===== config.mk =====
export PLATFORM = sky130hd
export DESIGN_NAME = btn_debounce_multi
export DESIGN_NICKNAME = d
export VERILOG_FILES = /design/src/rtl/btn_debounce_multi.sv
export SDC_FILE = /design/constraint.sdc
export NUM_CORES = 1
export LEC_CHECK = 0
export BUFFER_PORTS_ARGS = -buffer_cell sky130_fd_sc_hd__buf_2
export CAP_MARGIN = 20
export CORE_MARGIN = 2
export CORE_UTILIZATION = 50
export CTS_BUF_LIST = sky130_fd_sc_hd__clkbuf_8
export CTS_CLUSTER_SIZE = 28
export DETAILED_ROUTE_END_ITERATION = 8
export PLACE_DENSITY = 0.67
export REMOVE_ABC_BUFFERS = 1
export SLEW_MARGIN = 20
export SYNTH_ARGS = -nofsm -noshare
export SYNTH_HDL_FRONTEND = slang
export SYNTH_SLANG_ARGS = --single-unit

===== constraint.sdc =====
create_clock -name clk -period 2.8 [get_ports clk]
set_input_delay 0.28 -clock clk [delete_from_list [all_inputs] [get_ports clk]]
set_output_delay 0.28 -clock clk [all_outputs]
set_load 0.05 [all_outputs]

===== src/rtl/btn_debounce_multi.sv =====
// Multi-channel push-button conditioner: synchroniser, shared tick prescaler, N-sample filter, press/release/hold pulses.
// Optional auto-repeat of the hold pulse is enabled by defining BTN_REPEAT_EN. Release output is named rel (release is reserved).
`timescale 1ns/1ps
module btn_debounce_multi #(
  parameter int CH           = 4,
  parameter int CLK_DIV      = 1250000,
  parameter int STABLE       = 3,
  parameter int HOLD_TICKS   = 40,
  parameter int REPEAT_TICKS = 8,
  parameter int IN_POL       = 0
) (
  input  logic          clk,
  input  logic          rst,
  input  logic [CH-1:0] bin,
  output logic [CH-1:0] level,
  output logic [CH-1:0] press,
  output logic [CH-1:0] rel,
  output logic [CH-1:0] hold,
  output logic          tick
);
  localparam int CW = (CLK_DIV > 1) ? $clog2(CLK_DIV) : 1;
  localparam int SW = (STABLE > 1) ? $clog2(STABLE) : 1;
  localparam int HW = $clog2(HOLD_TICKS + 1);
  localparam logic [CW-1:0] CNT_LAST  = CW'(CLK_DIV - 1);
  localparam logic [SW-1:0] SCNT_LAST = SW'(STABLE - 1);
  localparam logic [HW-1:0] HCNT_LAST = HW'(HOLD_TICKS - 1);
  localparam logic [HW-1:0] HCNT_SAT  = HW'(HOLD_TICKS);
`ifdef BTN_REPEAT_EN
  localparam logic [HW-1:0] HCNT_RELOAD = HW'(HOLD_TICKS - REPEAT_TICKS);
`else
  localparam logic [HW-1:0] HCNT_RELOAD = HCNT_SAT;
`endif
  localparam logic [CH-1:0] POL = {CH{1'(IN_POL)}};

  if (CH < 1 || CH > 16 || CLK_DIV < 1 || STABLE < 1 || STABLE > 255 ||
      HOLD_TICKS < 1 || REPEAT_TICKS < 1 || IN_POL < 0 || IN_POL > 1) begin : g_param_check
    $error("btn_debounce_multi: parameter out of range");
  end
`ifdef BTN_REPEAT_EN
  if (REPEAT_TICKS > HOLD_TICKS) begin : g_repeat_check
    $error("btn_debounce_multi: REPEAT_TICKS must not exceed HOLD_TICKS");
  end
`endif

  logic [CH-1:0] s1, s2, samp;
  logic [CW-1:0] cnt;
  logic          tick_c;
  logic [SW-1:0] scnt [CH];
  logic [HW-1:0] hcnt [CH];

  always_ff @(posedge clk or negedge rst) begin
    if (!rst) begin
      s1 <= POL;
      s2 <= POL;
    end else begin
      s1 <= bin;
      s2 <= s1;
    end
  end

  assign samp   = s2 ^ POL;
  assign tick_c = (cnt == CNT_LAST);

  always_ff @(posedge clk or negedge rst) begin
    if (!rst) begin
      cnt  <= '0;
      tick <= 1'b0;
    end else begin
      cnt  <= tick_c ? '0 : cnt + CW'(1);
      tick <= tick_c;
    end
  end

  always_ff @(posedge clk or negedge rst) begin
    if (!rst) begin
      level <= '0;
      press <= '0;
      rel   <= '0;
      hold  <= '0;
      for (int unsigned i = 0; i < CH; i++) begin
        scnt[i] <= '0;
        hcnt[i] <= '0;
      end
    end else begin
      press <= '0;
      rel   <= '0;
      hold  <= '0;
      for (int unsigned i = 0; i < CH; i++) begin
        if (!level[i]) begin
          hcnt[i] <= '0;
        end else if (tick_c && hcnt[i] == HCNT_LAST) begin
          hold[i] <= 1'b1;
          hcnt[i] <= HCNT_RELOAD;
        end else if (tick_c && hcnt[i] != HCNT_SAT) begin
          hcnt[i] <= hcnt[i] + HW'(1);
        end
        if (tick_c) begin
          if (samp[i] == level[i]) begin
            scnt[i] <= '0;
          end else if (scnt[i] == SCNT_LAST) begin
            // A level change overrides the hold path above: clears the count, suppresses any hold pulse.
            scnt[i]  <= '0;
            level[i] <= ~level[i];
            press[i] <= ~level[i];
            rel[i]   <= level[i];
            hcnt[i]  <= '0;
            hold[i]  <= 1'b0;
          end else begin
            scnt[i] <= scnt[i] + SW'(1);
          end
        end
      end
    end
  end
endmodule


; Word level (Yosys, flattened, before mapping)
; Cells that the tools add are included.
[op_classes]
n_bitwise = 8
eq_ne = 17
n_reduce_logical = 12
n_addsub = 9
n_mux = 77
[op_table]
columns = op, count
row1 = 6-bit 2-to-1 mux, 24
row2 = 1-bit 2-to-1 mux, 44
row3 = 6-bit by 1-bit adder with 6-bit output (second input constant), 4
row4 = 6-bit == test (second input constant), 4
row5 = 6-bit inequality test (second input constant), 4
row6 = 21-bit by 1-bit adder with 21-bit output (second input constant), 1
row7 = 21-bit == test (second input constant), 1
row8 = 21-bit 2-to-1 mux, 1
row9 = 2-bit 2-to-1 mux, 8
row10 = 3-bit AND reduction, 4
row11 = 2-bit by 1-bit adder with 2-bit output (second input constant), 4
row12 = 2-bit == test (second input constant), 4
row13 = 1-bit logical AND, 8
row14 = 1-bit inverter, 8
row15 = 1-bit == test, 4
[totals]
out_inout_bits = 17
in_bits = 6
regBits = 78
wordCells = 142

; Logic depth before layout (Yosys ltp)
; Gate-level depths: netlist (run 1).
[depth]
depth_word = 8
ltp_mapped = 8
ltp_nobuf = 6

; Least setup slack after synthesis (run 1)
; No wires, ideal clock.
[synth_path]
path_kind = register to register
from = reg cnt[5]
to = reg hcnt[10] in the netlist's numbering
arrival_ns = 2.105
stages_incl_launch_ff = 7
required_time_ns = 2.648
setup_slack_ns = 0.544
n_path_buf = 2
period_less_slack_ns = 2.256
setup_ns = 0.152
cell_sequence = dfrtp_1 or4b_4 or4_4 buf_6 buf_6 o311ai_1 o41ai_1
[synth_via]
elab_chain_cells = 8
elab_cells_between_ends = 9
cone_classes = eq/ne (1) / mux (6) / reduce/logical (2)
[synth_lines]
columns = element, line_no
row1 = from (decl), 46  ; logic [CW-1:0] cnt;
row2 = from (signal assigned), 69  ; cnt <= tick_c ? '0 : cnt + CW'(1);
row3 = 21-bit == test *, 62  ; assign tick_c = (cnt == CNT_LAST);
row4 = 1-bit logical AND, 94  ; end else if (tick_c && hcnt[i] != HCNT_SAT) begin
row5 = 6-bit 2-to-1 mux, 94
row6 = 6-bit 2-to-1 mux, 91  ; end else if (tick_c && hcnt[i] == HCNT_LAST) begin
row7 = 6-bit 2-to-1 mux, 89  ; if (!level[i]) begin
row8 = 6-bit 2-to-1 mux, 100  ; end else if (scnt[i] == SCNT_LAST) begin
row9 = 6-bit 2-to-1 mux, 98  ; if (samp[i] == level[i]) begin
row10 = 6-bit 2-to-1 mux *, 97  ; if (tick_c) begin
row11 = "to (signal, indexed assignment)", 95  ; hcnt[i] <= hcnt[i] + HW'(1);
row12 = to (decl), 49  ; logic [HW-1:0] hcnt [CH];
; Every way passes the cells marked *; elsewhere a longest branch is shown, timed or not.
; A chain may end at the register's enable or synchronous reset.

; Worst setup path after layout (run 1)
[layout_path]
from = reg cnt[5]
to = reg hcnt[14] in the netlist's numbering
; Same word-level chain as after synthesis.

==> results of run 1 <==
cells by family after synthesis:
| family | share of synthesized area |
|---|---|
| AOI/OAI and AO/OA | 0.140 |
| adders and majority gates | 0.0284 |
| muxes | 0.0189 |
| DFF | 0.492 |
| and+or+nand+nor | 0.237 |
| xor gates and xnor gates | 0.0420 |
| buffers and inverters | 0.0410 |
per-stage QoR:
step | cell area, um2 | hold slack [ns]
floorplan | 3870 | -0.0156
global placement | 4170 | 0.332
detailed placement | 4170 | 0.335
CTS | 4420 | 0.0212
global route | 4420 | 0.0127
finish | 4420 | 0.0315
worst max path at each step:
stage          startpoint       end  slack (ns)
4_1_cts            cnt[5]  hcnt[14]        0.30
5_1_grt            cnt[0]   scnt[1]        0.13
2_1_floorplan      cnt[4]   scnt[1]        0.44
3_5_place_dp       cnt[5]  hcnt[14]        0.32
3_3_place_gp       cnt[5]  hcnt[14]        0.36
6_report           cnt[5]  hcnt[14]        0.30
critical path: stages, from the launching register on:
cell and delay (ns):
dfrtp_1 0.46, or4b_4 0.59, or4_4 0.70, or4_1 0.56, a21oi_1 0.13
layout make-up:
type	count	area, um2
Clock buffer	12	165
Inverter	19	71.3
Sequential cell	78	1950
Clock inverter	3	90.1
Tap cell	102	128
Multi-Input combinational cell	266	1850
Timing Repair Buffer	29	165
Fill cell	677	3270
cells in the mapped netlist, types with 4 or more instances:
| library cell | instances | share of area |
|---|---|---|
| dfrtp_1 | 78 | 0.49 |
| nand2_1 | 29 | 0.027 |
| nor3_1 | 21 | 0.027 |
| inv_1 | 19 | 0.018 |
| nor2_1 | 17 | 0.016 |
| nand3_1 | 15 | 0.019 |
| clkbuf_1 | 14 | 0.013 |
| xor2_1 | 13 | 0.029 |
| nand4_1 | 10 | 0.016 |
| o21ai_0 | 10 | 0.013 |
| a21oi_1 | 9 | 0.011 |
| and2_1 | 9 | 0.014 |
| ha_1 | 9 | 0.028 |
| nand2b_1 | 9 | 0.014 |
| o31ai_1 | 7 | 0.013 |
| and4_1 | 6 | 0.013 |
| nor2b_1 | 6 | 0.0095 |
| o32ai_1 | 6 | 0.013 |
| o41ai_1 | 6 | 0.013 |
| xnor2_1 | 6 | 0.013 |
| nand4b_1 | 5 | 0.011 |
| nor4_1 | 5 | 0.0079 |
| and3b_1 | 4 | 0.0088 |
| mux2_2 | 4 | 0.011 |
| o22ai_1 | 4 | 0.0063 |
| o311ai_1 | 4 | 0.0088 |
metal layers:
metal / track usage / vias to the layer above / wire (um)
met5: 0 / - / 0
met3: 0.0314 / 6 / 332
met4: 0.0699 / 0 / 72
li1: - / 1455 / -
met2: 0.295 / 66 / 3580
met1: 0.278 / 1497 / 3870
power by group:
part / internal (mW) / switching [mW]
Clock: 0.661 / 0.404
Combinational: 0.00545 / 0.0236
Sequential: 1.13 / 0.00357
==> flow_summary.json, run 1 <==
{
  "post-cts-setup-buffers": 0,
  "synth_seq_cells": 78,
  "io_pins": 23,
  "grt_overflow": 0,
  "p_total_mw": 2.23,
  "clock_latency_ns": 0.35,
  "synth_edf_count": 0,
  "clk_path_buf_depth": 2,
  "layout_setup_ws_ns": 0.299,
  "top_register": "hcnt",
  "core-area_um2": 7690,
  "largest_reg_flops": 24,
  "clock-skew-final_ns": 0.00993,
  "leakagePower_nw": 1.84,
  "synth_cell_types": 59,
  "min_from": "bin[3]",
  "hold_path.class": "in2reg",
  "grt_max_degree": 79,
  "cts_max_level": 3,
  "syn_area_per_cell_um2": 10.4,
  "diodes": 0,
  "drc_errors": 0,
  "dr.pass1.iters": 5,
  "drive_gt1_frac": 0.152,
  "synth-warning-count": 0,
  "die-height_um": 93.0,
  "min_period_over_period": 0.893,
  "fmax_mhz": 400,
  "grt_pass1_vias": 2807,
  "numCtsBuffers": 9,
  "cts_tree": "built",
  "synth_area_um2": 3960,
  "final_cells": 509,
  "finalSetupTns_ns": 0,
  "finalCriticalPeriod_ns": 2.50,
  "worstRegToRegCells": 4,
  "drt_iter0_markers": 161,
  "end_kind": "register",
  "grt_pass1_wl_um": 13400,
  "initial_core_util": 0.516,
  "routedWlPerCell_um": 15.4,
  "gp_congestion": 0.844,
  "r2r_end": "hcnt[14]",
  "rsz0062_at_grt": "no",
  "fp.dieW_um": 93.0,
  "hold_viol": 0,
  "cts_resized": 0,
  "dp_cells": 494,
  "num_vias": 3024,
  "critPathArrivalTime_ns": 2.78,
  "reg2reg_slack_ns": 0.30,
  "hold_depth": 1,
  "worst_pin_slew_ns": 0.956,
  "wl_um": 7850,
  "ctsHoldBuffers": 0,
  "ant_nets": 0,
  "setup.worst_path.start_class": "register",
  "clkTransAtPathRegs_ns": 0.08,
  "grt_usage": 0.193,
  "relSlewSlack": 0.363,
  "path_max_fanout": 30,
  "r2r_start": "cnt[5]",
  "layout_common_cells": "dfrtp_1, nand2_1, nor3_1, buf_2, inv_1",
  "postSynthCellCount": 381,
  "synth-async-reset-ratio": 1.00,
  "die_area_um2": 8660,
  "clock-sinks": 78,
  "criticalPathCategory": "reg2reg",
  "hold_path_end": "s1[3]",
  "utilization": 0.575,
  "antenna_found_initial": 0,
  "reg_top3": "hcnt: 24 flops, cnt: 21 flops, scnt: 8 flops",
  "slew_violations": 0,
  "cap_violations": 0,
  "hpwl_um": 5100,
  "seq_area_frac_synth": 0.492,
  "synth_ff_type": "dfrtp_1",
  "peakVddDrop_mv": 0.300,
  "area_growth_pct": 11.5,
  "power_density_nw_per_um2": 504,
  "setup_viol": 0,
  "pre_cts_ws_ns": 0.318,
  "final_common_cell": "dfrtp_1",
  "required_ns": 3.08,
  "row_count": 32,
  "cts_root_buf": "clkbuf_8",
  "io_buffer_count": 22,
  "vias_per_cell": 5.94,
  "nets": 418,
  "status": "finished, final reports clean"
}
No activity file was read; power rests on OpenSTA's default activity.
==> run 2: changes to the inputs <==
Settings changed: ABC_AREA set to 1.
==> run 2 against run 1 <==
Compared with the run above:
- register-to-register slack improved by 0.28 ns
- clock skew increased by 0.0022 ns
- flip-flop and latch count unchanged
- cell count increased by 27%
- clock-buffer cell count decreased by 1
- maximum frequency increased by 13%
- sequential power about the same
- worst setup slack improved by 0.28 ns
- final area increased by 4.7%
- synthesized cell count increased by 33%
- wire length increased by 1.7%
- synthesized area increased by 4.8%
- highest routed layer unchanged
==> flow_summary.json, run 2 <==
{
  "clock_latency_ns": 0.35,
  "pre_cts_ws_ns": 0.542,
  "numCtsBuffers": 9,
  "fp.dieW_um": 95.2,
  "io_buffer_count": 22,
  "area_growth_pct": 11.4,
  "nFillCells": 733,
  "min_from": "bin[2]",
  "synth-warning-count": 0,
  "crit_chain": "ha_1, nand3_2, nor2_1, nand3_2, inv_2, nand3_1, nor2_1, or2_1",
  "dr.pass1.iters": 4,
  "utilization": 0.569,
  "layout_setup_ws_ns": 0.577,
  "layout_common_cells": "inv_1, nand2_1, dfrtp_1, nor2_1, nand3_1",
  "synth-async-reset-ratio": 1.00,
  "grt_usage": 0.196,
  "cpMaxStageDelayCell": "dfrtp_1",
  "grt_pass1_wl_um": 13800,
  "seq_area_frac_synth": 0.470,
  "clock-skew-final_ns": 0.0121,
  "row_count": 33,
  "multiInputGateArea_um2": 1770,
  "synth_seq_cells": 78,
  "criticalPathCategory": "reg2reg",
  "hold_viol": 0,
  "worst-path-buf-inv": 1,
  "postLayoutCellArea_um2": 4630,
  "ant_nets": 0,
  "worst_pin_slew_ns": 0.408,
  "end_kind": "register",
  "min_period_over_period": 0.794,
  "drc_errors": 0,
  "peakVddDrop_mv": 0.332,
  "gp_congestion": 0.876,
  "routedWlPerCell_um": 12.4,
  "die-height_um": 95.2,
  "largest_reg_flops": 24,
  "grt_overflow": 0,
  "r2r_end": "level[3]",
  "hold_path.class": "in2reg",
  "setup.worst_path.start_class": "register",
  "cts_root_buf": "clkbuf_8",
  "top_register": "hcnt",
  "initial_core_util": 0.511,
  "hold_depth": 1,
  "syn_area_per_cell_um2": 8.23,
  "critPathTopFamily": "simple AND/OR/NAND/NOR gates",
  "regArea_um2": 1950,
  "cts_max_level": 3,
  "antenna_found_initial": 0,
  "io_pins": 23,
  "grt_max_degree": 79,
  "post_dp_cell_area_um2": 4360,
  "drt_iter0_markers": 156,
  "hold_path_end": "s1[2]",
  "postSynthCellCount": 505,
  "cts_tree": "built",
  "p_total_mw": 2.15,
  "slowest_delay_ns": 0.43,
  "rsz0062_at_grt": "no",
  "setup_viol": 0,
  "fmax_mhz": 450,
  "clkTransAtPathRegs_ns": 0.09,
  "drive_gt1_frac": 0.157,
  "synth_cell_types": 34,
  "synth_ff_type": "dfrtp_1",
  "clock-sinks": 78,
  "synth_top_area_frac": 0.470,
  "wl_um": 7980,
  "worstRegToRegCells": 8,
  "finalSetupTns_ns": 0,
  "r2r_start": "cnt[0]",
  "grt_pass1_vias": 3078,
  "clk_path_buf_depth": 2,
  "die_area_um2": 9060,
  "status": "finished, final reports clean",
  "ys_top_cells_by_count": "inv_1, nand2_1, dfrtp_1, nor2_1, nand3_1",
  "diodes": 0,
  "reg2reg_slack_ns": 0.58,
  "reg_top3": "hcnt: 24 flops, cnt: 21 flops, scnt: 8 flops",
  "num_vias": 3194,
  "vias_per_cell": 4.94,
  "finalCriticalPeriod_ns": 2.22,
  "synth_area_um2": 4160,
  "required_ns": 3.10,
  "synth_edf_count": 0,
  "path_max_fanout": 15,
  "synth_area_leader_cell": "dfrtp_1",
  "final_common_cell": "inv_1",
  "leakagePower_nw": 2.31,
  "cts_resized": 0,
  "power_density_nw_per_um2": 464,
  "hpwl_um": 5640,
  "slew_violations": 0,
  "synth_most_common_cell": "inv_1",
  "relSlewSlack": 0.728,
  "core-area_um2": 8130,
  "synth.area.top_cells": "dfrtp_1, inv_1, nand2_1",
  "cap_violations": 0,
  "critPathArrivalTime_ns": 2.53,
  "nets": 551
}
run 2: cell count changes after synthesis, moves of 9 or more:
cell	delta
inv_1	+75
nand2_1	+64
nor2_1	+39
nand3_1	+26
clkbuf_1	-14
o21ai_1	+10
and2_1	-9
nand2b_1	-9
run 2: worst reg2reg max path, cell delays in order, from the launching register on:
cell     delay, ns
dfrtp_1       0.43
ha_1          0.32
nand3_2       0.16
nor2_1        0.20
nand3_2       0.34
inv_2         0.33
nand3_1       0.14
nor2_1        0.14
or2_1         0.11
run 2: worst max-delay path by stage:
stage          startpoint  endpoint  slack [ns]  cells past startpoint
4_1_cts            cnt[0]  level[3]        0.53                      8
3_5_place_dp       cnt[0]  level[3]        0.54                      8
3_3_place_gp       cnt[0]  level[3]        0.65                      8
6_report           cnt[0]  level[3]        0.58                      8
5_1_grt            cnt[0]  level[2]        0.33                      8
2_1_floorplan      cnt[0]  level[3]        0.95                     11
run 2: cell type report:
type,instances,area share
Tap cell,105,0.0284
Sequential cell,78,0.422
Clock inverter,5,0.0176
Multi-Input combinational cell,320,0.383
Inverter,103,0.0846
Timing Repair Buffer,24,0.0324
Clock buffer,11,0.0327
run 2: routing by layer:
| layer | up-vias | track usage | wire length (um) |
|---|---|---|---|
| met3 | 10 | 0.0300 | 314 |
| li1 | 1635 | - | - |
| met1 | 1501 | 0.270 | 3900 |
| met5 | - | 0 | 0 |
| met2 | 48 | 0.315 | 3640 |
| met4 | 0 | 0.0725 | 127 |
run 2: power breakdown:
group	leakage [nW]	switching [mW]	total (mW)	internal, mW
combinational	1.13	0.0254	0.0349	0.00951
sequential	1.06	0.00274	1.13	1.13
clock	0.121	0.424	0.977	0.553
run 2: timing repair:
action	4_1_cts	5_1_grt
hold buffers	0	1
endpoints found under the setup margin	0	0
hold endpoints to repair	0	29
buffers inserted	0	0
run 2: kinds of logic after synthesis:
group                    after synthesis  synth area share
AND/OR/NAND/NOR                      259             0.313
buffers and inverters                107             0.104
flip-flops                            78             0.470
AO/OA/AOI/OAI                         33            0.0455
XOR/XNOR                              19            0.0400
adder cells (fa/ha/maj)                9            0.0271
run 2: per-stage QoR:
stage | std cells | hold slack (ns)
6_report | 646 | 0.0221
5_1_grt | 646 | 0.0147
4_1_cts | 644 | 0.0143
3_5_place_dp | 628 | 0.337
3_3_place_gp | 628 | 0.334
2_1_floorplan | 501 | -0.0156
==> run 3: changes to the inputs <==
Clock period 2.8 ns to 2.1 ns, I/O delays scaled along.
==> run 3 against run 2 <==
Compared with the run above:
- largest power group unchanged
- power up 24%
- wire length up 2.6%
- sequential share of layout area down 0.37 points
- sequential power up 34%
- global-route usage up 0.56 points
- non-clock buffer count up 9
- core utilization up 0.51 points
- via count up 2.6%
==> flow_summary.json, run 3 (same netlist as run 2, synthesis figures left out) <==
{
  "status": "finished, final reports clean",
  "path_max_fanout": 6,
  "drive_gt1_frac": 0.167,
  "nets": 560,
  "antenna_found_initial": 0,
  "gp_congestion": 0.878,
  "hold_path.class": "in2async",
  "clk_path_buf_depth": 2,
  "leakagePower_nw": 2.32,
  "end_kind": "register",
  "fmax_mhz": 519,
  "io_buffer_count": 22,
  "power_density_nw_per_um2": 571,
  "nFillCells": 712,
  "fp.dieW_um": 95.2,
  "grt_usage": 0.202,
  "required_ns": 2.37,
  "r2r_start": "cnt[0]",
  "grt_max_degree": 45,
  "drc_errors": 0,
  "dr.pass1.iters": 5,
  "grt_pass1_vias": 3068,
  "largest_reg_flops": 24,
  "finalSetupTns_ns": 0,
  "p_total_mw": 2.66,
  "clock-skew-final_ns": 0.0129,
  "reg_top3": "hcnt: 24 flops, cnt: 21 flops, scnt: 8 flops",
  "diodes": 0,
  "hold_viol": 0,
  "postLayoutCellArea_um2": 4670,
  "peakVddDrop_mv": 0.376,
  "grt_overflow": 0,
  "io_pins": 23,
  "routedWlPerCell_um": 12.5,
  "area_growth_pct": 12.4,
  "pre_cts_ws_ns": 0.131,
  "clock_latency_ns": 0.37,
  "cts_max_level": 3,
  "cts_tree": "built",
  "setup_viol": 0,
  "hold_ws_ns": 0.325,
  "clock-sinks": 78,
  "critPathCapture": "hcnt[16]",
  "top_register": "hcnt",
  "critPathArrivalTime_ns": 2.19,
  "worstRegToRegCells": 9,
  "hpwl_um": 6050,
  "ant_nets": 0,
  "rsz0062_at_grt": "no",
  "relSlewSlack": 0.690,
  "r2r_end": "hcnt[16]",
  "die-height_um": 95.2,
  "wl_um": 8190,
  "drt_iter0_markers": 209,
  "layout_common_cells": "inv_1, nand2_1, dfrtp_1, nor2_1, nand3_1",
  "final_common_cell": "inv_1",
  "grt_pass1_wl_um": 14200,
  "vias_per_cell": 5.00,
  "finalCriticalPeriod_ns": 1.93,
  "criticalPathCategory": "reg2reg",
  "multiInputGateArea_um2": 1770,
  "cap_violations": 0,
  "cts_root_buf": "clkbuf_8",
  "numCtsBuffers": 9,
  "initial_core_util": 0.511,
  "slew_violations": 0,
  "clkTransAtPathRegs_ns": 0.10,
  "core-area_um2": 8130,
  "row_count": 33,
  "setup.worst_path.start_class": "register",
  "worst_pin_slew_ns": 0.465,
  "layout_setup_ws_ns": 0.175,
  "post_dp_cell_area_um2": 4430,
  "min_period_over_period": 0.917,
  "reg2reg_slack_ns": 0.17,
  "regArea_um2": 1950,
  "crit_start": "cnt[0]",
  "num_vias": 3277,
  "die_area_um2": 9060
}
run 3: cell types whose count changed in the layout (fill, tap and decap cells not counted), sizes merged:
cell	before	now
dlygate4sd3	1	5
bufinv	2	0
buf	23	28
inv	105	108
clkinvlp	0	1
clkbuf	11	9
run 3: power by group:
group          switching, mW  leakage (nW)  internal [mW]  total [mW]
clock network          0.642        0.0947          0.460        1.10
registers            0.00365          1.06           1.51        1.51
logic                 0.0346          1.17         0.0160      0.0506
run 3: what timing repair did:
action,CTS,global route
endpoints found under the setup margin,0,10
gates resized for setup,0,1
hold buffers,5,0
hold endpoints to repair,38,0
buffers inserted,0,0
run 3: cell type report:
cell class / instances / area share
multi-input cells: 320 / 0.380
inverters: 103 / 0.0839
repair buffers: 33 / 0.0498
well taps: 105 / 0.0281
clock inverters: 7 / 0.0139
clock buffers: 9 / 0.0265
flip-flops and latches: 78 / 0.418
run 3: how the worst min path moves through the flow:
stage	startpoint	to	slack [ns]
2_1_floorplan	rst	cnt[0]	-0.09
3_3_place_gp	rst	cnt[13]	0.19
3_5_place_dp	rst	cnt[15]	0.19
4_1_cts	rst	cnt[0]	0.33
5_1_grt	s1[0]	s2[0]	0.37
6_report	rst	cnt[0]	0.32
run 3: routing by layer:
metal	vias up	track usage	share of wire
met1	1564	0.286	0.50
met2	52	0.309	0.45
met5	-	0	0
met3	12	0.0443	0.034
li1	1649	-	-
met4	0	0.0640	0.015
run 3: critical path, cell delays in order (launching register included):
cell     delay, ns
dfrtp_1       0.44
ha_2          0.29
nand3_2       0.14
nor2_1        0.19
nand3_2       0.12
buf_4         0.18
o21ai_2       0.22
nor2_1        0.12
nand3_1       0.08
inv_1         0.04
run 3: stage by stage:
stage,utilization,instances
5_1_grt,0.574,655
6_report,0.574,655
4_1_cts,0.574,655
3_5_place_dp,0.544,634
3_3_place_gp,0.544,634
2_1_floorplan,-,501
